File: src/rtl/register_file_mp_pkg.sv
// Shared constants and types for the multi-port register file.
// Word width, address width, XZR index and sequencer state encoding.
package register_file_mp_pkg;

  localparam int WORD   = 64;
  localparam int REG_AW = 5;
  localparam int XZR    = 31;

  typedef enum logic {
    ST_CLEAR = 1'b0,
    ST_RUN   = 1'b1
  } rf_state_e;

endpackage

File: src/rtl/regfile_clear_fsm.sv
// Clear sequencer: sweeps every entry to zero, then enters RUN.
// Ports: clk, rst_n, clear_req in; ready, sweep_we, clear_ptr out.
module regfile_clear_fsm
  import register_file_mp_pkg::*;
#(
  parameter int DEPTH = 32,
  parameter int AW    = $clog2(DEPTH)
) (
  input  logic          clk,
  input  logic          rst_n,
  input  logic          clear_req,
  output logic          ready,
  output logic          sweep_we,
  output logic [AW-1:0] clear_ptr
);

  rf_state_e     state, state_nx;
  logic [AW-1:0] ptr_nx;

  always_ff @(posedge clk or negedge rst_n) begin
    if (!rst_n) begin
      state     <= ST_CLEAR;
      clear_ptr <= '0;
    end else begin
      state     <= state_nx;
      clear_ptr <= ptr_nx;
    end
  end

  always_comb begin
    state_nx = state;
    ptr_nx   = clear_ptr;
    unique case (state)
      ST_CLEAR: begin
        // pointer wraps to 0 on the last entry
        ptr_nx = clear_ptr + 1'b1;
        if (clear_ptr == AW'(DEPTH - 1))
          state_nx = ST_RUN;
      end
      ST_RUN: begin
        if (clear_req) begin
          state_nx = ST_CLEAR;
          ptr_nx   = '0;
        end
      end
      default: state_nx = ST_CLEAR;
    endcase
  end

  always_comb begin
    ready    = (state == ST_RUN);
    sweep_we = (state == ST_CLEAR);
  end

endmodule

File: src/rtl/register_file_mp.sv
// Multi-read-port register file with clear sweep, bypass and XZR.
// Ports: clk, rst_n, clear_req, ready, rd_en/addr/data/valid, wr_en/addr/data.
module register_file_mp
  import register_file_mp_pkg::*;
#(
  parameter int WIDTH      = WORD,
  parameter int DEPTH      = 32,
  parameter int AW         = $clog2(DEPTH),
  parameter int READ_PORTS = 2,
  parameter int ZERO_EN    = 1,
  parameter int ZERO_IDX   = XZR,
  parameter int BYPASS     = 1
) (
  input  logic                        clk,
  input  logic                        rst_n,
  input  logic                        clear_req,
  output logic                        ready,
  input  logic [READ_PORTS-1:0]       rd_en,
  input  logic [READ_PORTS*AW-1:0]    rd_addr,
  output logic [READ_PORTS*WIDTH-1:0] rd_data,
  output logic [READ_PORTS-1:0]       rd_valid,
  input  logic                        wr_en,
  input  logic [AW-1:0]               wr_addr,
  input  logic [WIDTH-1:0]            wr_data
);

  logic             sweep_we;
  logic [AW-1:0]    clear_ptr;
  logic             wr_zero;
  logic             wr_ok;
  logic [WIDTH-1:0] mem [DEPTH];

  regfile_clear_fsm #(
    .DEPTH (DEPTH),
    .AW    (AW)
  ) u_clear_fsm (
    .clk       (clk),
    .rst_n     (rst_n),
    .clear_req (clear_req),
    .ready     (ready),
    .sweep_we  (sweep_we),
    .clear_ptr (clear_ptr)
  );

  assign wr_zero = (ZERO_EN != 0) && (wr_addr == AW'(ZERO_IDX));
  assign wr_ok   = ready && wr_en && !wr_zero;

  // array has no reset; the sweep does all zeroing
  always_ff @(posedge clk) begin
    if (sweep_we)
      mem[clear_ptr] <= '0;
    else if (wr_ok)
      mem[wr_addr] <= wr_data;
  end

  for (genvar p = 0; p < READ_PORTS; p++) begin : g_rd
    logic [AW-1:0]    addr;
    logic             zero_hit;
    logic             byp_hit;
    logic [WIDTH-1:0] rd_next;
    logic [WIDTH-1:0] data_q;
    logic             valid_q;

    assign addr     = rd_addr[p*AW +: AW];
    assign zero_hit = (ZERO_EN != 0) && (addr == AW'(ZERO_IDX));
    assign byp_hit  = (BYPASS != 0) && wr_en && (wr_addr == addr);

    // XZR wins over the write-first forward
    always_comb begin
      rd_next = mem[addr];
      unique case (1'b1)
        zero_hit:             rd_next = '0;
        byp_hit && !zero_hit: rd_next = wr_data;
        default:              ;
      endcase
    end

    always_ff @(posedge clk or negedge rst_n) begin
      if (!rst_n) begin
        data_q  <= '0;
        valid_q <= 1'b0;
      end else begin
        valid_q <= ready && rd_en[p];
        if (ready && rd_en[p])
          data_q <= rd_next;
      end
    end

    assign rd_data[p*WIDTH +: WIDTH] = data_q;
    assign rd_valid[p]               = valid_q;
  end

endmodule

File: config.mk
export PLATFORM = sky130hd
export DESIGN_NAME = register_file_mp
export DESIGN_NICKNAME = d
export VERILOG_FILES = /design/src/rtl/register_file_mp_pkg.sv /design/src/rtl/regfile_clear_fsm.sv /design/src/rtl/register_file_mp.sv
export SDC_FILE = /design/constraint.sdc
export NUM_CORES = 2
export LEC_CHECK = 0
export BUFFER_PORTS_ARGS = -buffer_cell sky130_fd_sc_hd__buf_4
export CAP_MARGIN = 20
export CORE_ASPECT_RATIO = 1.25
export CORE_MARGIN = 3
export CORE_UTILIZATION = 65
export DETAILED_ROUTE_END_ITERATION = 16
export MAX_ROUTING_LAYER = met4
export PLACE_DENSITY = 0.82
export SLEW_MARGIN = 0
export SYNTH_ARGS = -nofsm -noshare
export SYNTH_HDL_FRONTEND = slang
export SYNTH_SLANG_ARGS = --single-unit
File: constraint.sdc
create_clock -name clk -period 8.1 [get_ports clk]
set_input_delay 0.81 -clock clk [delete_from_list [all_inputs] [get_ports clk]]
set_output_delay 0.81 -clock clk [all_outputs]
set_load 0.03 [all_outputs]
==> results.ini <==
[routing]
wl_met1_um=93460
drt-initial-drc-count=11210
route.met3.wl_um=51500
top_layer=met4
drc=0
vias_per_cell=8.226
wl_per_cell_um=43.54
wl_met2_um=146800
ant_nets=0
vias=59580
firstDrtPassIters=8
wl_um=315400

[timing]
rsz0062_at_grt=false
fmax_mhz=204.8
setup_viol=0
post-route-period-util_pct=60.27
final.setup_skew_ns=0.02623
worst_pin_slew_ns=1.271
timing.final.crit_period_ns=4.882
fin_setup_tns_ns=0
timing.max_slew.rel_slack_pct=15.26
drv_slew=0
hold_violations=0

[worst_setup_path]
cpPeakStageDelay_ns=1.03
ff2ff_path_depth=7
crit_chain=buf_4 -> nand2_1 -> a31oi_4 -> o22a_1 -> nand3_1 -> nor2_4 -> buf_4
critPathRequiredTime_ns=8.55
critPathCapture=mem[12][19]
crit_type=reg2reg
cp_max_fo=42
end_kind=register
reg2reg_from=u_clear_fsm.ready
cpMostUsedCell=buf_4
reg2reg_slack_ns=3.22
cp-startpoint=u_clear_fsm.ready
worstPathArrival_ns=5.33
slowest_stage=buf_4
r2r-end=mem[12][19]
start_kind=register

[logic_synthesis]
synthesis.area_um2=99500
synth_fp_nets=4951
syn_inst=4864
synth_xor_area_share_pct=0.1056
synth_area_per_cell_um2=20.46
synth_cell_types=52
synthMuxAreaShare_pct=26.17
synth.top_cell.area_share_pct=61.81
synth_seq_cells=2184
synth_edf_count=2048
async_reset_ff_share_pct=6.227
synth_fa_ha_area_share_pct=0.02515
synth_largest_area_cell=edfxtp_1
synth_ff_type=edfxtp_1
synthTopCellsByArea=edfxtp_1 62%, mux4_2 25%, dfrtp_1 3.4%
synth_top_family_by_area=multiplexers
yosys_warnings=0
synthSimpleGateAreaFrac_pct=2.262
synth-compound-area-share_pct=4.267
ys_seq_area_share_pct=65.23

[power_and_ir_drop]
vdd_ir_drop_max_mv=0.2670
p_leak_nw=35.93
powerDensity_nw_per_um2=281.9

[grt]
grt_overflow=0
antenna_found_initial=14
grt_pass1_wl_um=447400
track_usage_pct=41.77
grt_pass1_vias=60950
grt_max_degree=130

[die]
die-area_um2=157800
die_h_um=443.4
io_pins=216
fp-row-count=159
coreArea_um2=151200
start_util_pct=65.81
fp.dieW_um=356.0

[worst_hold_path]
worstHoldStart=clear_req
hold_path_class=in2reg

[cts]
htree_levels=4
cts_buffer_depth=3
clk_latency_ns=0.86
cts_buffers=201
root_buffer=clkbuf_16
clock_sink_count=2184
cts_resized=0
tritoncts=yes
clkTransAtPathRegs_ns=0.07

[cells_and_area]
finalInstanceArea_um2=110700
final_common_cell=edfxtp_1
drive_above_1_share_pct=35.70
syn_to_final_growth_pct=11.28
nets=5129
mostFrequentLayoutCells=2048 x edfxtp_1, 1115 x mux4_2, 320 x buf_4

[job]
maxCapViolations=0

[placed_design]
dp_hpwl_um=168000
gp_congestion=0.8711
portBuffers=215
dpl_cell_area_um2=103400

[run_status]
status=finished clean

-- layout make-up --
type                    count  area [um^2]
diodes                     13        32.53
clock buffers             291         5725
clock inverters            88        963.4
fillers                  8296        40470
inverters                  11        55.05
multi-input cells        2272        33070
flip-flops and latches   2184        64900
well taps                2012         2517
repair buffers            372         3465
-- how the worst min path moves through the flow --
stage                                     to  cells past startpoint
floorplan                  g_rd[0].data_q[0]                      0
global placement          g_rd[0].data_q[50]                      1
detailed placement         g_rd[0].data_q[4]                      1
CTS                        u_clear_fsm.ready                      2
global route        u_clear_fsm.clear_ptr[4]                      2
finish                     u_clear_fsm.ready                      2
-- critical path, delay by kind of cell (launching register included) --
family          cells  cell delay [ns]
compound gates      2             1.23
flops               1             0.33
simple gates        3             1.53
buf+inv             2             1.31
-- routing by layer --
metal  track usage [%]  vias up
li1                  -    21580
met1             52.88    30290
met2             60.51     6301
met3             13.03     1413
met4             24.33        0
met5                 -        -
-- cells in the mapped netlist, drive strengths merged, types with 11 or more instances --
| cell type | number |
|---|---|
| o22a | 26 |
| nor2b | 14 |
| buf | 203 |
| xnor2 | 11 |
| and2 | 72 |
| nand2 | 152 |
| nor2 | 108 |
| o22ai | 25 |
| mux4 | 1115 |
| nand2b | 32 |
| mux2 | 16 |
| a21oi | 71 |
| mux2i | 75 |
| clkbuf | 194 |
| nand3 | 51 |
| o211ai | 31 |
| a221o | 29 |
| a221oi | 17 |
| a22oi | 278 |
| a31oi | 39 |
| and3 | 11 |
| nand4 | 19 |
| a21o | 32 |
| dfrtp | 136 |
| edfxtp | 2048 |
-- registers in the layout (all words and copies together) (netlist names) --
register and cells:
u_clear_fsm.ready 1, mem 2048, u_clear_fsm.clear_ptr 5, g_rd.valid_q 2, g_rd.data_q 128
-- repair_timing --
action                                 in CTS  in global routing
endpoints found under the hold margin      23                  0
buffers inserted                            0                  0
hold buffers                                1                  0
-- power by group --
part           switching (mW)  total [mW]  internal, mW
clock network            4.26        9.75          5.49
registers               0.932        15.1          14.2
logic                    4.06        6.34          2.29
-- per-stage QoR --
step / worst slack (ns) / total power, mW / hold WS, ns / cells / utilization [%]
floorplan: 2.944 / 18.52 / 0.5144 / 4864 / -
global placement: 3.017 / 21.14 / 0.4744 / 6821 / 68.35
global route: 3.266 / 31.89 / 0.1830 / 7240 / 73.23
detailed placement: 3.017 / 21.34 / 0.4871 / 6822 / 68.36
finish: 3.218 / 31.21 / 0.1856 / 7243 / 73.23
CTS: 3.392 / 30.94 / 0.1425 / 7202 / 72.79
-- cells by family (layout without fill, tap and decap cells) --
group	count (synthesis)	in the layout
flip-flops	2184	2184
multiplexers	1206	1206
AO/OA/AOI/OAI	579	579
AND/OR/NAND/NOR	473	473
buffers and inverters	408	762
XOR/XNOR	12	12
adder cells (fa/ha/maj)	2	2
other	0	13
No activity file was read; power rests on OpenSTA's default activity.
